### src/rtl/vx_dcr_write_sequencer.sv
// -----------------------------------------------------------------------------
// vx_dcr_write_sequencer
//
// Initiator for the DCR write bus. After reset it writes the boot defaults for
// the base DCRs (startup address low, optionally startup address high, and MPM
// class). It then forwards host DCR writes from a small FIFO, at most one per
// cycle, with GAP idle cycles forced between consecutive bus writes.
//
// Ports:
//   clk           clock
//   reset         synchronous active-low reset (0 = reset)
//   req_valid     host write request valid
//   req_ready     host request accepted when req_valid && req_ready at clk edge
//   req_addr      host DCR address
//   req_data      host DCR data
//   dcr_wr_valid  registered one-cycle write strobe (bus has no back-pressure)
//   dcr_wr_addr   registered write address, holds between writes
//   dcr_wr_data   registered write data, holds between writes
//   init_done     all boot defaults have been issued
//   busy          boot in progress, FIFO non-empty, or gap pending
// -----------------------------------------------------------------------------
module vx_dcr_write_sequencer #(
  parameter int                   DEPTH          = 4,
  parameter int                   ADDR_BITS      = 12,
  parameter int                   DATA_BITS      = 32,
  parameter int                   XLEN64         = 0,
  parameter logic [63:0]          STARTUP_ADDR   = 64'h8000_0000,
  parameter logic [7:0]           MPM_CLASS      = 8'h00,
  parameter logic [ADDR_BITS-1:0] ADDR_STARTUP0  = 12'h001,
  parameter logic [ADDR_BITS-1:0] ADDR_STARTUP1  = 12'h002,
  parameter logic [ADDR_BITS-1:0] ADDR_MPM_CLASS = 12'h003,
  parameter int                   GAP            = 0
) (
  input  logic                 clk,
  input  logic                 reset,
  input  logic                 req_valid,
  output logic                 req_ready,
  input  logic [ADDR_BITS-1:0] req_addr,
  input  logic [DATA_BITS-1:0] req_data,
  output logic                 dcr_wr_valid,
  output logic [ADDR_BITS-1:0] dcr_wr_addr,
  output logic [DATA_BITS-1:0] dcr_wr_data,
  output logic                 init_done,
  output logic                 busy
);

  localparam int PTR_W = (DEPTH > 1) ? $clog2(DEPTH) : 1;
  localparam int CNT_W = $clog2(DEPTH + 1);
  localparam int GAP_W = (GAP > 0) ? $clog2(GAP + 1) : 1;
  localparam int ENT_W = ADDR_BITS + DATA_BITS;

  typedef enum logic [1:0] {
    ST_INIT0,
    ST_INIT1,
    ST_INIT2,
    ST_RUN
  } state_e;

  state_e               state_q, state_d;
  logic [GAP_W-1:0]     gap_cnt_q, gap_cnt_d;
  logic                 init_done_q, init_done_d;
  logic                 wr_valid_q, wr_valid_d;
  logic [ADDR_BITS-1:0] wr_addr_q, wr_addr_d;
  logic [DATA_BITS-1:0] wr_data_q, wr_data_d;

  logic [PTR_W-1:0]     wr_ptr_q, wr_ptr_d;
  logic [PTR_W-1:0]     rd_ptr_q, rd_ptr_d;
  logic [CNT_W-1:0]     count_q, count_d;
  logic [ENT_W-1:0]     mem_q [DEPTH];
  logic [ENT_W-1:0]     head;

  logic                 issue;
  logic                 push;
  logic                 pop;

  // A write goes out whenever the gap has expired and there is something to
  // send: a boot default in any INIT state, or a queued host request in RUN.
  assign issue     = (gap_cnt_q == '0) && ((state_q != ST_RUN) || (count_q != '0));
  assign pop       = issue && (state_q == ST_RUN);
  // Ready looks only at the registered count, so a pop in the same cycle does
  // not make room for a push.
  assign req_ready = (state_q == ST_RUN) && (count_q != CNT_W'(DEPTH));
  assign push      = req_valid && req_ready;
  assign head      = mem_q[rd_ptr_q];

  // NOTE: every always_comb output is given a default before any branch so no
  // path leaves it unassigned, which would otherwise infer a latch.
  always_comb begin
    state_d     = state_q;
    gap_cnt_d   = gap_cnt_q;
    init_done_d = init_done_q;
    wr_valid_d  = 1'b0;
    wr_addr_d   = wr_addr_q;
    wr_data_d   = wr_data_q;

    if (gap_cnt_q != '0) begin
      gap_cnt_d = gap_cnt_q - GAP_W'(1);
    end

    if (issue) begin
      wr_valid_d = 1'b1;
      gap_cnt_d  = GAP_W'(GAP);
      unique case (state_q)
        ST_INIT0: begin
          wr_addr_d = ADDR_STARTUP0;
          wr_data_d = DATA_BITS'(STARTUP_ADDR[31:0]);
          state_d   = (XLEN64 != 0) ? ST_INIT1 : ST_INIT2;
        end
        ST_INIT1: begin
          wr_addr_d = ADDR_STARTUP1;
          wr_data_d = DATA_BITS'(STARTUP_ADDR[63:32]);
          state_d   = ST_INIT2;
        end
        ST_INIT2: begin
          wr_addr_d   = ADDR_MPM_CLASS;
          wr_data_d   = DATA_BITS'(MPM_CLASS);
          state_d     = ST_RUN;
          init_done_d = 1'b1;
        end
        default: begin
          wr_addr_d = head[ENT_W-1:DATA_BITS];
          wr_data_d = head[DATA_BITS-1:0];
        end
      endcase
    end
  end

  always_comb begin
    wr_ptr_d = wr_ptr_q;
    rd_ptr_d = rd_ptr_q;
    count_d  = count_q;
    if (push) begin
      wr_ptr_d = wr_ptr_q + PTR_W'(1);
    end
    if (pop) begin
      rd_ptr_d = rd_ptr_q + PTR_W'(1);
    end
    unique case ({push, pop})
      2'b10:   count_d = count_q + CNT_W'(1);
      2'b01:   count_d = count_q - CNT_W'(1);
      default: count_d = count_q;
    endcase
  end

  // NOTE: state registers use non-blocking assignments so every flop samples
  // the values from before the edge, independent of statement order.
  always_ff @(posedge clk) begin
    if (!reset) begin
      state_q     <= ST_INIT0;
      gap_cnt_q   <= '0;
      init_done_q <= 1'b0;
      wr_valid_q  <= 1'b0;
      wr_addr_q   <= '0;
      wr_data_q   <= '0;
      wr_ptr_q    <= '0;
      rd_ptr_q    <= '0;
      count_q     <= '0;
    end else begin
      state_q     <= state_d;
      gap_cnt_q   <= gap_cnt_d;
      init_done_q <= init_done_d;
      wr_valid_q  <= wr_valid_d;
      wr_addr_q   <= wr_addr_d;
      wr_data_q   <= wr_data_d;
      wr_ptr_q    <= wr_ptr_d;
      rd_ptr_q    <= rd_ptr_d;
      count_q     <= count_d;
    end
  end

  // NOTE: the FIFO storage is deliberately not reset; an entry is only read
  // after it has been written, which the reset count already guarantees.
  always_ff @(posedge clk) begin
    if (push) begin
      mem_q[wr_ptr_q] <= {req_addr, req_data};
    end
  end

  assign dcr_wr_valid = wr_valid_q;
  assign dcr_wr_addr  = wr_addr_q;
  assign dcr_wr_data  = wr_data_q;
  assign init_done    = init_done_q;
  assign busy         = (state_q != ST_RUN) || (count_q != '0) || (gap_cnt_q != '0);

endmodule

### config.mk
export PLATFORM = sky130hd
export DESIGN_NAME = vx_dcr_write_sequencer
export DESIGN_NICKNAME = d
export VERILOG_FILES = /design/src/rtl/vx_dcr_write_sequencer.sv
export SDC_FILE = /design/constraint.sdc
export NUM_CORES = 1
export LEC_CHECK = 0
export CAP_MARGIN = 30
export CORE_MARGIN = 2
export CORE_UTILIZATION = 60
export CTS_CLUSTER_DIAMETER = 80
export CTS_CLUSTER_SIZE = 14
export DETAILED_ROUTE_END_ITERATION = 16
export PLACE_DENSITY = 0.86
export SYNTH_ARGS = -nofsm -noshare
export SYNTH_HDL_FRONTEND = slang
export SYNTH_SLANG_ARGS = --single-unit
### constraint.sdc
create_clock -name clk -period 5.4 [get_ports clk]
set_clock_uncertainty 0.05 [all_clocks]
set_input_delay 0.54 -clock clk [delete_from_list [all_inputs] [get_ports clk]]
set_output_delay 0.54 -clock clk [all_outputs]
set_load 0.02 [all_outputs]
==> impl_metrics.json, run 1 <==
{
  "worstPathMaxFanout": 7,
  "power.share.clock_pct": 40.0,
  "timing.hold.worst_path_depth": 2,
  "syn_area_per_cell_um2": 19.96,
  "mostFrequentLayoutCells": "sky130_fd_sc_hd__edfxtp_1 (176), sky130_fd_sc_hd__clkdlybuf4s50_1 (94), sky130_fd_sc_hd__dfxtp_1 (56)",
  "dominantRegCellSynth": "sky130_fd_sc_hd__edfxtp_1",
  "drive_gt1_share_pct": 22.88,
  "crit_path_end_kind": "output port",
  "ctsLongestPathBuffers": 3,
  "number_of_core_rows": 43,
  "power_report.internal_total_mw": 2.755,
  "hold_path.class": "reg -> reg",
  "number_of_global_route_vias_before_repair": 4425,
  "worst_r2r_path_depth": 5,
  "cts_resized": 0,
  "drt.antenna.violating_nets": 0,
  "die-height_um": 123.0,
  "comb_power_share_pct": 2.7,
  "fillcell_total": 761,
  "global_route.overflow_total": 0,
  "max_slew.worst_pin.slew_ns": 0.9103,
  "timing.slew.headroom_pct": 38.98,
  "floorplan.core_area_um2": 13880,
  "drtIter0Drc": 317,
  "leakagePower_nw": 3.321,
  "gr-usage-all-layers_pct": 21.71,
  "slew_violations": 0,
  "postSynthRegisterBits": 234,
  "ys_seq_area_share_pct": 75.81,
  "maximum_frequency_from_static_timing_analysis_mhz": 361.4,
  "synth_edf_count": 176,
  "synthesized_cell_area_um2": 8503,
  "cts.sinks": 234,
  "worst_skew_pair.late_latency_ns": 0.48,
  "p_per_area_nw_per_um2": 329.5,
  "route.vias.total": 4332,
  "synthCells": 426,
  "synth-async-reset-ratio_pct": 0,
  "portBuffers": 94,
  "path_class": "reg -> out",
  "cp-start-kind": "flop",
  "timing.critical_path.to": "busy",
  "htreeDepth": 1,
  "max_cap_viol_count": 0,
  "fin_nets": 584,
  "final_common_cell": "sky130_fd_sc_hd__edfxtp_1",
  "grt_setup_unrepaired": "no",
  "avgViaCountPerCell": 6.000,
  "cts.root.buffer_cell": "sky130_fd_sc_hd__clkbuf_16",
  "preCtsSetupSlack_ns": 2.293,
  "gp_routability_congestion": 0.7907,
  "floorplan.initialDensity_pct": 61.26,
  "drc_errors": 0,
  "routed_wirelength_mm": 16.03,
  "synth_nets": 482,
  "period_minus_slack_ns": 2.767,
  "ioPinCount": 95,
  "run_status": "complete, no violations",
  "dp_hpwl_mm": 9.522,
  "layout-area-overhead-vs-synth_pct": 20.95,
  "n_antenna_cell": 0,
  "arrival_worst_endpoint_ns": 2.18,
  "die_w_um": 123.0,
  "route.detailed.wl_per_inst_um": 22.21,
  "r2r_end": "mem_q[0][28]",
  "post-cts-setup-buffer-count": 0,
  "p_sw_uw": 633.4,
  "grt_first_pass_wirelength_mm": 24.46,
  "power.share.switching_pct": 18.69,
  "drt_first_pass_iters": 7,
  "grt_max_degree": 47,
  "timing.final.setup_violations": 0,
  "power.ir.vdd_worst_mv": 0.2583,
  "setup_tns_ns": 0,
  "setup.worst_path.start": "count_q[2]",
  "postCtsHoldBufs": 0,
  "synthDistinctLibCells": 35,
  "hold_viol": 0,
  "share_seq_of_total_power_pct": 57.3,
  "regToRegStartpoint": "state_q[1]",
  "final_clock_period_utilization_by_the_worst_path_pct": 51.25,
  "regToRegSetupSlack_ns": 2.68,
  "yosys_warnings": 0,
  "worst_setup_hold_path_clk_slew_ns": 0.06,
  "worst-endpoint-required_ns": 4.81,
  "clock_buffers_created_by_tritoncts": 20,
  "timing.final.ws_setup_ns": 2.633,
  "die-area_um2": 15140,
  "number_of_antenna_violations_at_the_first_check_in_global_routing": 0,
  "cts_tree": "built"
}
-- layer usage --
metal / part of all wire [%] / vias up / global-route usage, %
met5: 0 / - / 0
met4: 2.2 / 0 / 6.818
met3: 5.8 / 28 / 3.183
met2: 51 / 162 / 36.26
met1: 41 / 2228 / 30.14
li1: - / 1914 / -
-- sequential cells by signal, indices dropped and copies added (netlist names), named ones only --
name and flops:
state_q 2, dcr_wr_valid 1, dcr_wr_data 32, gap_cnt_q 1, wr_ptr_q 2, init_done 1
dcr_wr_addr 12, rd_ptr_q 2, mem_q 176, count_q 3
-- stage by stage --
stage	utilization [%]	hold WS, ns	cells	instance area [µm²]	total power, mW
floorplan	-	0.3989	426	8503	2.012
global placement	69.08	0.4043	682	9589	2.066
detailed placement	69.52	0.4151	685	9649	2.071
CTS	73.90	0.4326	721	10260	3.412
global route	74.09	0.4424	722	10280	3.483
finish	74.09	0.4284	722	10280	3.389
-- power groups by stage --
stage	Combinational, mW	Clock [mW]	Sequential, mW
2_1_floorplan	0.0279	0	1.98
3_3_place_gp	0.0863	0	1.98
3_5_place_dp	0.0903	0	1.98
4_1_cts	0.0910	1.38	1.94
5_1_grt	0.0980	1.44	1.94
6_report	0.0915	1.36	1.94
-- cell type report --
cell class,count,area (µm²),share of cell area [%]
tap,180,225.2,2.190
sequential,234,6451,62.72
multi-input combinational,159,1901,18.48
clock buffer,35,578.1,5.620
timing repair buffer,102,1059,10.29
inverter,11,41.29,0.4015
clock inverter,1,30.03,0.2920
-- Yosys cell counts (all sizes together) (3+ instances only) --
| library cell | n | area share [%] |
|---|---|---|
| a21oi | 11 | 0.78 |
| ha | 8 | 1.2 |
| or3 | 3 | 0.25 |
| nor2 | 11 | 0.49 |
| clkbuf | 10 | 0.44 |
| and2 | 5 | 0.37 |
| mux2i | 3 | 0.35 |
| mux4 | 42 | 11 |
| buf | 12 | 1.0 |
| nand2 | 8 | 0.35 |
| mux2 | 4 | 0.53 |
| dfxtp | 58 | 14 |
| edfxtp | 176 | 62 |
| o21ai | 3 | 0.18 |
| inv | 11 | 0.49 |
| a22o | 41 | 4.8 |
-- cell families after synthesis --
group	count (synthesis)	share of synthesized area [%]
flip-flops	234	75.81
adder cells (fa/ha/maj)	9	1.413
multiplexers	49	12.01
AND/OR/NAND/NOR	37	2.237
other	1	0.04410
XOR/XNOR	2	0.2060
AO/OA/AOI/OAI	61	6.327
buffers and inverters	33	1.957
-- worst min path at each step --
stage                                  to  slack [ns]            start
after floorplan                      flop        0.40      rd_ptr_q[1]
final                                flop        0.43      rd_ptr_q[1]
after global routing      dcr_wr_data[11]        0.44  dcr_wr_data[11]
after detailed placement   dcr_wr_data[1]        0.42   dcr_wr_data[1]
after global placement               flop        0.40      rd_ptr_q[1]
after CTS                       init_done        0.43        init_done
-- critical path: stages (launching register included) --
cell and delay (ns):
sky130_fd_sc_hd__dfxtp_1 0.36, sky130_fd_sc_hd__nor3_1 0.63, sky130_fd_sc_hd__nand2_1 0.13, sky130_fd_sc_hd__clkdlybuf4s50_1 0.57
Note: power is estimated with default switching activity, not from simulation.
==> run 2: changes to the inputs <==
CORE_UTILIZATION = 56   (was 60)
PLACE_DENSITY = 0.81   (was 0.86)
clock period = 2.8 ns   (was 5.4 ns; I/O delays follow)
==> run 2 against run 1 <==
Against the previous run: worst hold slack lost 0.044 ns; critical path depth is 6 higher; highest routed layer unchanged; critical path type is now reg -> reg; die area grew 6.9%.
==> impl_metrics.json, run 2 (synthesis gave the netlist of run 1 again) <==
{
  "arrival_worst_endpoint_ns": 2.90,
  "final_clock_period_utilization_by_the_worst_path_pct": 90.89,
  "die-area_um2": 16190,
  "post-cts-setup-buffer-count": 0,
  "grt_first_pass_wirelength_mm": 24.98,
  "number_of_antenna_violations_at_the_first_check_in_global_routing": 0,
  "slew_violations": 0,
  "dp_hpwl_mm": 9.163,
  "path_class": "reg -> reg",
  "cts_resized": 0,
  "worstPathMaxFanout": 10,
  "largest_register_ff_count": 176,
  "ioPinCount": 95,
  "route.detailed.wl_per_inst_um": 21.64,
  "gp_routability_congestion": 0.7388,
  "ctsLongestPathBuffers": 3,
  "max_flop_register": "mem_q",
  "p_per_area_nw_per_um2": 628.4,
  "floorplan.core_area_um2": 15030,
  "drtIter0Drc": 311,
  "drt_first_pass_iters": 5,
  "maximum_frequency_from_static_timing_analysis_mhz": 392.9,
  "period_minus_slack_ns": 2.545,
  "cts_tree": "built",
  "power.ir.vdd_worst_mv": 0.5648,
  "drive_gt1_share_pct": 23.58,
  "cts.root.buffer_cell": "sky130_fd_sc_hd__clkbuf_16",
  "floorplan.initialDensity_pct": 56.56,
  "route.vias.total": 4340,
  "die_w_um": 127.2,
  "number_of_core_rows": 45,
  "setup_tns_ns": 0,
  "layout-area-overhead-vs-synth_pct": 21.51,
  "clock_buffers_created_by_tritoncts": 20,
  "fin_nets": 589,
  "leakagePower_nw": 3.346,
  "htreeDepth": 1,
  "die-height_um": 127.2,
  "cts.sinks": 234,
  "mostFrequentLayoutCells": "sky130_fd_sc_hd__edfxtp_1 (176), sky130_fd_sc_hd__clkdlybuf4s50_1 (94), sky130_fd_sc_hd__dfxtp_1 (56)",
  "final_common_cell": "sky130_fd_sc_hd__edfxtp_1",
  "max_cap_viol_count": 0,
  "grt_max_degree": 45,
  "drc_errors": 0,
  "hold_path.class": "in -> reg",
  "worst_setup_hold_path_clk_slew_ns": 0.06,
  "drt.antenna.violating_nets": 0,
  "crit_path_end_kind": "flop",
  "worst_skew_pair.late_latency_ns": 0.48,
  "total_power_mw": 6.493,
  "grt_setup_unrepaired": "no",
  "cp-start-kind": "flop",
  "number_of_global_route_vias_before_repair": 4634,
  "run_status": "complete, no violations",
  "timing.final.setup_violations": 0,
  "worst-endpoint-required_ns": 3.15,
  "avgViaCountPerCell": 5.905,
  "postCtsHoldBufs": 0,
  "gr-usage-all-layers_pct": 20.07,
  "routed_wirelength_mm": 15.91,
  "global_route.overflow_total": 0,
  "n_antenna_cell": 0,
  "hold_viol": 0,
  "portBuffers": 94
}
[run 2: changes by cell type in the layout (fill, tap and decap cells not counted), sizes merged]
cell	delta
buf	+5
clkbuf	+1
bufinv	-1
[run 2: path summary, 6_finish.rpt]
check / startpoint / end / slack, ns / cells past startpoint
setup reg to reg: state_q[1] / count_q[2] / 0.26 / 9
hold / removal: req_data[26] / mem_q[2][26] / 0.38 / 1
hold reg to reg: init_done / init_done / 0.43 / 2
setup / recovery: state_q[1] / count_q[2] / 0.26 / 9
[run 2: cell type report]
cell class | instances | area, µm²
multi-input cells | 159 | 1901
flip-flops and latches | 234 | 6451
well taps | 188 | 235.2
inverters | 11 | 41.29
clock buffers | 36 | 603.1
fillers | 937 | 4701
repair buffers | 107 | 1101
[run 2: layer usage]
| layer | global-route usage, % | wire [µm] | share of wire (%) |
|---|---|---|---|
| met5 | 0 | 0 | 0 |
| met4 | 6.141 | 331 | 2.1 |
| met3 | 2.471 | 887 | 5.6 |
| met2 | 35.42 | 8389 | 53 |
| met1 | 26.51 | 6298 | 40 |
[run 2: through the flow]
stage	instances	hold slack [ns]	util [%]	worst slack (ns)	instance area (µm²)
2_1_floorplan	426	0.3289	-	0.2032	8503
3_3_place_gp	699	0.3988	64.72	0.4664	9729
3_5_place_dp	699	0.4176	64.72	0.2827	9729
4_1_cts	735	0.3680	68.73	0.2753	10330
5_1_grt	735	0.3798	68.73	0.1343	10330
6_report	735	0.3849	68.73	0.2550	10330
[run 2: critical path, stage by stage, from the launching register on]
cell,delay (ns)
sky130_fd_sc_hd__dfxtp_1,0.39
sky130_fd_sc_hd__ha_1,0.35
sky130_fd_sc_hd__nand2b_1,0.15
sky130_fd_sc_hd__nor2_1,0.12
sky130_fd_sc_hd__ha_1,0.20
sky130_fd_sc_hd__inv_1,0.06
sky130_fd_sc_hd__fa_1,0.38
sky130_fd_sc_hd__xor2_1,0.18
sky130_fd_sc_hd__or3_2,0.42
sky130_fd_sc_hd__a21oi_1,0.17
[run 2: power by group]
part           internal, mW  leakage (nW)  switching [mW]
clock                  1.45         0.288            1.11
sequential             3.74          2.05         0.00837
combinational        0.0913          1.01          0.0881
total                  5.28          3.35            1.21
